`config.mk`:
```
export PLATFORM = sky130hd
export DESIGN_NAME = led_frame_sched
export DESIGN_NICKNAME = d
export VERILOG_FILES = /design/src/rtl/led_frame_sched.sv
export SDC_FILE = /design/constraint.sdc
export NUM_CORES = 1
export LEC_CHECK = 0
export BUFFER_PORTS_ARGS = -buffer_cell sky130_fd_sc_hd__buf_2
export CAP_MARGIN = 5
export CORE_ASPECT_RATIO = 0.75
export CORE_MARGIN = 3
export CORE_UTILIZATION = 25
export DETAILED_ROUTE_END_ITERATION = 12
export PLACE_DENSITY = 0.49
export SLEW_MARGIN = 15
export SYNTH_ARGS = -nofsm -noshare
export SYNTH_HDL_FRONTEND = slang
export SYNTH_SLANG_ARGS = --single-unit
```
`constraint.sdc`:
```
create_clock -name clk -period 2.44 [get_ports clk]
set_input_delay 0.244 -clock clk [delete_from_list [all_inputs] [get_ports clk]]
set_output_delay 0.244 -clock clk [all_outputs]
set_load 0.1 [all_outputs]
```
`src/rtl/led_frame_sched.sv`:
```
// Frame scheduler for the MiniLED sdbp RAM write port: waits out driver init, ticks a
// fixed frame period, pulses sdbpflag, then streams N_LED pixel words into the LED RAM.
module led_frame_sched #(
    parameter int N_LED        = 360,
    parameter int INIT_CYCLES  = 2500,
    parameter int FRAME_CYCLES = 420000,
    parameter int FLAG_CYCLES  = 29,
    parameter int DW           = 16,
    parameter int AW           = 10
) (
    input  logic          clk,
    input  logic          rst_n,
    input  logic          enable,
    input  logic          px_valid,
    input  logic [DW-1:0] px_data,
    output logic          px_ready,
    output logic [AW-1:0] px_idx,
    output logic          sdbpflag,
    output logic          wten,
    output logic [AW-1:0] wtaddr,
    output logic [DW-1:0] wtdina,
    output logic          busy,
    output logic          frame_done,
    output logic [7:0]    skip_cnt
);

    localparam int IW = (INIT_CYCLES  > 1) ? $clog2(INIT_CYCLES)  : 1;
    localparam int FW = (FRAME_CYCLES > 1) ? $clog2(FRAME_CYCLES) : 1;
    localparam int GW = (FLAG_CYCLES  > 1) ? $clog2(FLAG_CYCLES)  : 1;

    typedef enum logic [1:0] {
        S_INIT,
        S_IDLE,
        S_FLAG,
        S_LOAD
    } state_t;

    typedef struct packed {
        logic          en;
        logic [AW-1:0] addr;
        logic [DW-1:0] data;
        logic          last;
    } wr_t;

    state_t        state, state_nxt;
    logic [IW-1:0] init_cnt;
    logic [FW-1:0] fcnt;
    logic [GW-1:0] flag_cnt;
    logic [AW-1:0] idx;
    logic [7:0]    skip_q;
    wr_t           wr_q;

    logic tick, init_last, flag_last, last_word, accept, in_busy;

    assign init_last = (init_cnt == IW'(INIT_CYCLES - 1));
    assign flag_last = (flag_cnt == GW'(FLAG_CYCLES - 1));
    assign last_word = (idx == AW'(N_LED - 1));
    assign tick      = (fcnt == '0) && (state != S_INIT);
    assign accept    = px_valid && (state == S_LOAD);
    assign in_busy   = (state == S_FLAG) || (state == S_LOAD);

    always_comb begin
        state_nxt = state;
        case (state)
            S_INIT: if (init_last)             state_nxt = S_IDLE;
            S_IDLE: if (tick && enable)        state_nxt = S_FLAG;
            S_FLAG: if (flag_last)             state_nxt = S_LOAD;
            S_LOAD: if (accept && last_word)   state_nxt = S_IDLE;
            default:                           state_nxt = S_INIT;
        endcase
    end

    always_ff @(posedge clk) begin
        if (!rst_n) begin
            state    <= S_INIT;
            init_cnt <= '0;
            fcnt     <= '0;
            flag_cnt <= '0;
            idx      <= '0;
            skip_q   <= '0;
            wr_q     <= '0;
        end else begin
            state <= state_nxt;

            init_cnt <= (state == S_INIT && !init_last) ? init_cnt + 1'b1 : '0;

            // frame timebase is frozen at 0 during INIT so the first tick lands on the first IDLE cycle
            if (state == S_INIT)
                fcnt <= '0;
            else
                fcnt <= (fcnt == FW'(FRAME_CYCLES - 1)) ? '0 : fcnt + 1'b1;

            flag_cnt <= (state == S_FLAG && !flag_last) ? flag_cnt + 1'b1 : '0;

            if (state != S_LOAD)
                idx <= '0;
            else if (accept)
                idx <= last_word ? '0 : idx + 1'b1;

            if (tick && in_busy && skip_q != 8'hFF)
                skip_q <= skip_q + 1'b1;

            // write port is zero on stall cycles, not just gated by wten
            wr_q.en   <= accept;
            wr_q.addr <= accept ? idx : '0;
            wr_q.data <= accept ? px_data : '0;
            wr_q.last <= accept && last_word;
        end
    end

    assign sdbpflag   = (state == S_FLAG);
    assign busy       = in_busy;
    assign px_ready   = (state == S_LOAD);
    assign px_idx     = (state == S_LOAD) ? idx : '0;
    assign wten       = wr_q.en;
    assign wtaddr     = wr_q.addr;
    assign wtdina     = wr_q.data;
    assign frame_done = wr_q.last;
    assign skip_cnt   = skip_q;

    a_addr_range: assert property (@(posedge clk) disable iff (!rst_n)
        wten |-> (wtaddr <= AW'(N_LED - 1)));
    a_idx_range: assert property (@(posedge clk) disable iff (!rst_n)
        idx <= AW'(N_LED - 1));

endmodule

```
==> results by stage, run 1 <==
Die:
- The number of placed I/O pins is 69.
- The die boundary width is 141 um.
- The core footprint is about 13000 um^2.
- The height of the chip is 107 um.
- For this configuration, the core starts out at a cell density of 26.0%.
- In this run the core area contains 36 standard-cell rows.
- The overall die area is roughly 15000 um^2.

Routing:
- Dividing the detail-routed via count by the number of cells gives between 4 and 5.
- The detailed-route wire length on metal 1 is 3.86 mm.
- The number of routed nets with antenna violations is 0.
- The routed layout has 2671 vias.
- The pre-antenna-repair detailed-routing pass consisted of 4 iterations.
- The DRC violations left is 0.
- The highest layer used for signal routing is met4.
- The routed design uses 616 um of met3 wire.
- The overall routed net length is roughly 7.5 mm.
- The average detailed-routed wire length per instance is 12.0 um.
- The detailed router finished its first iteration with roughly 170 violations.
- Summed over all nets, wire length on met2 after detailed routing comes to about 2.9 mm.

Synth:
- Yosys mapped the design onto 36 distinct sky130hd cell types.
- The Yosys step of the flow raised 0 warnings.
- The register bit count reported by yosys is 84.
- The top cell type by area accounts for 49.0% of the synthesized area.
- In the synthesized netlist, the number of instances is approximately 380.
- The share of the yosys chip area belonging to registers is 49.0%.
- The average cell area after synthesis is 9.15 um^2.
- In this run the cell area of the synthesized design comes to ~3400 um^2.
- The number of nets in the synthesized netlist is 406.
- By area the synthesized netlist is led by dfxtp_1 (49%), and2_1 (6.9%), nor2_1 (6.8%).
- The biggest area contributor in the post-synthesis netlist is dfxtp_1.

Timing:
- Setup repair after global routing left no endpoint under its margin.
- The transition at the pin with the smallest max-transition slack is between 0.5 and 0.6 ns.
- The routed design could run at a clock period as short as 1.99 ns.
- Dividing the final minimum period by the clock period gives 81.6%.
- The count of endpoints failing setup in the final report is 0.
- The highest clock rate is ~500 MHz.
- Setup total negative slack on the finished layout was measured at 0 ns.
- The count of final hold-check violations is 0.
- The relative slew slack is 61.5%.
- The post-route clock skew is between 0.004 and 0.005 ns.
- The total count of max-transition violations in the final report is 0.

Global route:
- The total global routing overflow is 0.
- The global router's overall resource usage is 10.3%.
- The wire length of the first global-routing pass is about 13 mm.
- The via count of the first global-routing pass is roughly 2.6k.
- Entering global routing, the biggest net connects 26 pins.
- The number of antenna violations at the first check in global routing was 0.

Finish:
- The post-route core utilization is 32.4%.
- The post-route netlist has between 20% and 30% of its cells at a drive strength greater than 1.
- The cell area after layout is 4280 um^2.
- The final net count is 479.
- Registers take 1680 um^2.
- The count of filler cells inserted in the layout is about 1.4k.
- The number of antenna diodes in the final layout is 0.
- From synthesis to final layout, the design area changed by 24.6%.
- The total area of multi-input combinational cells is 1660 um^2.

Hold path:
- The min-delay analysis places its worst path in the category input port to flip-flop.
- The hold path startpoint is px_data[4].
- The endpoint with the worst hold slack is wtdina[4].
- The worst hold path was traced through 2 stages.

Power and ir drop:
- The standby leakage power is about 0.0017 uW.
- The overall power is 2870 uW.
- For this design the ratio of total power to cell area is 670 nW/um^2.
- VDD sags by at most 365 uV.

Critical path:
- At the worst endpoint, the required time is 2.20 ns.
- The arrival time reported for the critical path endpoint is about 1.8 ns.
- The signal on the critical path passes through ha_2 -> and2_1 -> buf_2.
- The number of cells on the worst reg-to-reg path is 6.
- The type of element capturing the critical path is an output pin.
- The type of the worst setup path is flip-flop to output pin.
- In this run the critical register-to-register path is launched from state[0].
- STA classifies the critical path startpoint as a flip-flop.
- The largest stage delay on the critical path is 0.44 ns.
- The buffers plus inverters on the worst setup path is 1.
- The worst register-to-register path has a setup slack of 0.50 ns.
- Along the worst path, the maximum fanout reaches 19.
- For this design, the slowest cell found on the critical path is buf_2.
- The cell family with the largest share of critical-path delay is buffers and inverters.
- In this run the critical register-to-register path is captured at state[1].

CTS:
- The CTS buffer count is 9.
- The hold buffer count at CTS is 0.
- CTS built an H-tree with a depth of 3.
- The clock latency of the later-clocked register in the worst-skew pair is 0.33 ns.
- The clock passes through at most 2 buffers.
- The clock net in this run drives a total of 84 sinks.
- The number of setup buffers added after CTS is 0.
- CTS placed an instance of clkbuf_16 at the clock tree root.
- The TritonCTS clock tree is yes.
- The post-cts resize count is 0.
- After clock tree synthesis, the clock-pin slew on the worst setup and hold paths is 0.06 ns.

Outcome:
- The run finished with clean final reports.

Run:
- The number of maximum-capacitance constraint violations is 0.

Placement:
- The weighted congestion reported at the end of routability-driven placement is roughly 0.77.
- The cell area after placement is 3990 um^2.
- Once detailed placement completed, the half-perimeter wirelength came to 5.40 mm.
- Port buffering added 68 buffers.
==> synthesized netlist by cell type <==
| cell | n |
|---|---|
| xor2_1 | 20 |
| nor2b_1 | 1 |
| nand2_1 | 22 |
| o31a_1 | 1 |
| and3_1 | 7 |
| a21oi_1 | 1 |
| nand4_1 | 13 |
| a21oi_2 | 1 |
| nor4b_1 | 2 |
| nor3b_1 | 1 |
| nor4_1 | 2 |
| o21ai_1 | 1 |
| nor2_1 | 62 |
| ha_1 | 11 |
| nor4_2 | 1 |
| o31ai_1 | 5 |
| and2_2 | 1 |
| nand2b_1 | 8 |
| clkbuf_1 | 9 |
| buf_2 | 1 |
| or2_2 | 1 |
| and4_1 | 4 |
| and4b_1 | 1 |
| or3_1 | 1 |
| inv_1 | 16 |
| mux2i_1 | 4 |
| and2_1 | 38 |
| mux2_2 | 1 |
| or4_4 | 1 |
| o211ai_1 | 5 |
| o2111ai_1 | 1 |
| nand3_1 | 24 |
| xnor2_1 | 19 |
| a211o_1 | 1 |
| dfxtp_1 | 84 |
| nor3_1 | 4 |
==> flip-flops by register name (all words and copies together) (netlist names) <==
name	count
state	2
flag_cnt	5
wten	1
wtdina	16
fcnt	19
idx	10
frame_done	1
skip_cnt	8
wtaddr	10
init_cnt	12
==> worst max path at each step <==
stage,from,to,slack (ns),cells after the start
floorplan,state[0],px_idx[1],0.02,4
global placement,state[1],state[0],0.57,6
detailed placement,state[0],state[1],0.49,6
CTS,state[0],px_idx[0],0.43,3
global route,state[0],state[0],0.31,6
finish,state[0],px_idx[0],0.45,3
==> power breakdown <==
group	switching [uW]	internal [uW]	leakage (uW)
logic	71.0	47.6	0.000901
clock network	530	813	0.000138
registers	16.7	1390	0.000677
==> layout make-up <==
cell class / count / share of cell area [%]
Inverter: 16 / 1.40
Clock buffer: 11 / 5.67
Multi-Input combinational cell: 265 / 38.8
Timing Repair Buffer: 72 / 8.66
Sequential cell: 84 / 39.3
Clock inverter: 4 / 1.17
Tap cell: 171 / 5.00
==> placed cells by master, fill, tap and decap left out, types with 7 or more instances in the layout <==
cell,n
nand3_1,24
nand4_1,13
buf_2,68
nor2_1,62
nand2_1,22
and3_1,7
xnor2_1,19
xor2_1,20
clkbuf_16,9
nand2b_1,8
ha_1,9
dfxtp_1,84
and2_1,38
inv_1,16
==> layer usage <==
layer | global-route usage [%] | vias to the layer above
met1 | 13.8 | 1200
li1 | - | 1385
met5 | 0 | -
met2 | 15.1 | 78
met4 | 3.73 | 0
met3 | 4.13 | 8
==> cell families after synthesis <==
logic type      after synthesis  share of synthesized area (%)
xor+xnor                     39                           9.95
mux                           5                           1.49
compound gates               16                           3.50
fa+ha+maj                    11                           4.01
flops                        84                           49.0
buf+inv                      26                           2.88
simple gates                194                           29.2
==> stage by stage <==
| stage | worst slack, ns | cells | hold slack [ns] |
|---|---|---|---|
| floorplan | 0.0157 | 375 | 0.366 |
| global placement | 0.573 | 608 | 0.437 |
| detailed placement | 0.486 | 608 | 0.445 |
| CTS | 0.425 | 623 | 0.0927 |
| global route | 0.309 | 623 | 0.101 |
| finish | 0.449 | 623 | 0.109 |
Power figures use the tool's default switching activity.
==> inputs of run 2 (changes only) <==
- ABC_AREA: not set -> 1
- PLACE_DENSITY: 0.49 -> 0.5
- clock period: 2.44 -> 1.8 ns (I/O delays scaled with it)
==> run 2 against run 1 <==
  * Clock power rose by 42%
  * Core utilization rose by 1.6 points
  * Critical path type unchanged
  * Cell area rose by 12%
  * Total power rose by 33%
  * Final cell count rose by 26%
  * Worst hold slack got worse by 0.063 ns
  * Wire length rose by 15%
  * First-iteration DRC count rose by 15%
  * Global-route usage rose by 0.36 points
  * Flip-flop and latch count did not move
==> results by stage, run 2 <==
Outcome:
- The run finished with clean final reports.

Placement:
- The weighted congestion reported at the end of routability-driven placement is 0.836.
- In this run the cell area measured after placement is 4470 um^2.
- The post-detailed-placement half-perimeter wirelength is 6.61 mm.
- The number of input and output port buffers inserted is 68.

Synth:
- The fraction of synthesized area in multiplexers is 0%.
- Of all cell types, the one taking the most synthesized area is dfxtp_1.
- The synthesized instance count is 506.
- The average cell area after synthesis is 7.32 um^2.
- For this run, asynchronously set or reset flops after synthesis account for 0%.
- Sorting the synthesized cells by how often they occur yields nor2_1 (106), nand2_1 (91), dfxtp_1 (84).
- After synthesis, the largest family of logic cells by area is simple AND/OR/NAND/NOR gates.
- The number of different library cells used by synthesis comes to 34.
- Yosys mapped a number of flops with a built-in enable equal to 0.
- The basic-gate share of the synthesized area counting and, or, nand and nor cells is 32.8%.
- In this run the cell area of the synthesized design comes to 3700 um^2.
- The share of the yosys chip area belonging to registers is between 40% and 50%.
- The fraction of synthesized cell area in xor and xnor cells is between 4 and 5%.
- The most used flip-flop cell after synthesis is dfxtp_1.
- The area fraction in compound gates after synthesis is approximately 4.4%.
- The synthesized design devotes to its leading area cell type 45.4% of total area.
- Among all cell types in the netlist, the one instantiated most often is nor2_1.
- Of the total synthesized cell area, the portion taken by full adders, half adders and majority gates is under 10%.
- Synthesis produced a netlist with a net count of 537.
- By area the synthesized netlist is led by dfxtp_1 (45%), nor2_1 (11%), nand2_1 (9.2%).
- The Yosys step of the flow raised 0 warnings.
- The register bit count reported by yosys is 84.

CTS:
- After clock tree synthesis, the clock-pin slew on the worst setup and hold paths is 0.07 ns.
- The clock root buffer is clkbuf_16.
- Clock tree synthesis inserted a total of 9 buffers.
- The clock latency of the later-clocked register in the worst-skew pair is 0.34 ns.
- Counting every sink on the clock net gives 84.
- The maximum number of buffers from clock root to sink is 2.
- The depth of the CTS H-tree is 3.
- The TritonCTS clock tree is yes.

Finish:
- The flip-flop count of the largest register after layout is 19.
- The library cells used most frequently in the layout, excluding fill and tap cells, are nor2_1 (104), nand2_1 (91), inv_1 (74).
- Ranked by flip-flop count, first place goes to fcnt.
- At the end of the flow, the number of nets in the layout was 619.
- The number of antenna cells inserted is 0.
- Summing all non-filler instances in the final layout gives an area of 4800 um^2.
- From synthesis to final layout, the design area changed by 29.6%.
- The layout cell share with drive strength beyond 1 is between 20% and 30%.
- The most frequent standard cell in the layout excluding fill and tap cells is nor2_1.

Timing:
- The clock period minus final worst setup slack is 1.70 ns.
- The share of the clock period used by the worst path is 94.4%.
- In this run the tightest slew margin relative to its limit is about two thirds.
- The total count of max-transition violations in the final report is 0.
- The transition at the pin with the smallest max-transition slack is 0.512 ns.
- Setup violations remaining at the end of the flow were counted as 0.
- The count of final hold-check violations is 0.
- On the final layout, the worst hold slack is between 0.04 and 0.05 ns.
- The post-route clock skew is ~0.0076 ns.
- For this run, the top clock speed supported by timing is 589 MHz.
- Setup repair after global routing left no endpoint under its margin.
- The total negative slack for setup checks is 0 ns.

Die:
- The initialized floorplan defines 37 standard-cell rows.
- The core footprint is 14100 um^2.
- The die is 111 um tall.
- The die boundary width is around 150 um.
- The initial utilization of the core area, before any placement, comes to 26.2%.
- The die covers 16300 um^2.
- The number of placed I/O pins is 69.

Critical path:
- The first element of the critical path is state[0].
- The number of cells on the worst reg-to-reg path is 12.
- The worst setup path is captured at an output pin.
- The type of the worst setup path is flip-flop to output pin.
- The biggest fanout along the worst timing path is 4.
- In this run the critical register-to-register path is captured at skip_cnt[4].
- For flop-to-flop paths, the worst setup slack is 0.12 ns.
- The worst register-to-register path begins at state[0].
- The category of the worst setup path launch point is a flip-flop.
- The critical path ends at busy.
- For the worst setup path, the data arrival time is 1.52 ns.
- Data on the critical path is required at its endpoint by roughly 1.6 ns.

Routing:
- The detailed-routed wire length on met2 is 3.77 mm.
- The number of DRC markers in iteration 0 is between 150 and 200.
- The length of routed met3 wiring is 308 um.
- The total number of vias is between 3k and 4k.
- For this block, wires on met1 add up to 4.37 mm.
- For this block, the routed nets add up to 8.60 mm of wire.
- The average vias per placed instance is 4.15.
- The first detailed-routing pass took 4 iterations.
- After detailed routing, the average wire length per cell comes to 10.9 um.
- Signal routing reaches up to met4.
- The DRC violations left is 0.
- In this run the remaining antenna-violating nets after routing total 0.

Power and ir drop:
- The maximum ir drop on the vdd rail is 469 uV.
- Summing internal, switching and leakage power gives ~3800 uW.
- The power density over the cells is 796 nW/um^2.
- The standby leakage power is 0.00211 uW.

Hold path:
- The worst hold path belongs to the class input port to flip-flop.

Global route:
- The total global routing overflow is 0.
- Entering global routing, the biggest net connects 27 pins.
- The via count of the first global-routing pass is about 3.1k.
- The number of antenna violations at the first check in global routing is 0.
- The wire length of the first global-routing pass is 14.4 mm.
- In the global route stage, overall resource usage came out at around 11%.

Run:
- The number of maximum-capacitance constraint violations is 0.
==> run 2: changes by cell type after synthesis, sizes merged, moves of 6 or more <==
cell    before  now
nand3       24   38
nand2b       8    0
o21ai        1    7
nor2        62  109
xnor2       19    3
and2        39    0
inv         16   79
nor3         4   15
and3         7    0
nand2       22   91
a21oi        2   19
==> run 2: worst max-delay path: stages (launching register included) <==
cell,delay (ns)
dfxtp_2,0.37
inv_2,0.07
ha_4,0.17
or2_4,0.27
buf_2,0.30
==> run 2: cells by family (layout without fill, tap and decap cells) <==
logic type | after synthesis | after routing
adder cells (fa/ha/maj) | 11 | 11
AO/OA/AOI/OAI | 30 | 30
AND/OR/NAND/NOR | 274 | 274
buffers and inverters | 88 | 175
XOR/XNOR | 19 | 19
flip-flops | 84 | 84
==> run 2: repair_timing <==
action                     in CTS  in global routing
buffers inserted                0                  1
gates resized for setup         0                  5
hold buffers                    0                  0
setup endpoints to repair       0                  6
==> run 2: power by group <==
| group | switching (uW) | internal [uW] |
|---|---|---|
| Sequential | 3.53 | 1860 |
| Combinational | 28.1 | 24.8 |
| Clock | 806 | 1100 |
==> run 2: metrics by stage <==
stage | cells | util [%] | setup slack [ns]
detailed placement | 771 | 31.7 | 0.0564
global placement | 771 | 31.7 | 0.0898
floorplan | 506 | - | -0.0304
global route | 788 | 34.0 | 0.000178
CTS | 787 | 33.9 | 0.0377
finish | 788 | 34.0 | 0.102
==> run 2: how the worst min path moves through the flow <==
| stage | from | endpoint | slack (ns) | cells after the start |
|---|---|---|---|---|
| 2_1_floorplan | px_data[0] | wtdina[0] | 0.29 | 2 |
| 3_3_place_gp | px_data[4] | wtdina[4] | 0.39 | 3 |
| 3_5_place_dp | px_data[15] | wtdina[15] | 0.40 | 3 |
| 4_1_cts | px_data[6] | wtdina[6] | 0.03 | 3 |
| 5_1_grt | px_data[6] | wtdina[6] | 0.03 | 3 |
| 6_report | px_data[6] | wtdina[6] | 0.05 | 3 |
==> run 2: area by class of cell <==
class | count | area, um^2
clock buffers | 9 | 225
clock inverters | 7 | 82.6
fillers | 1502 | 9320
inverters | 80 | 312
multi-input cells | 334 | 1720
flip-flops and latches | 84 | 1700
well taps | 195 | 244
repair buffers | 79 | 517
==> run 2: metal layers <==
layer	vias to the layer above	GRT usage, %
met5	-	0
met1	1460	14.9
met2	60	16.2
met3	12	2.69
met4	0	3.76
li1	1736	-
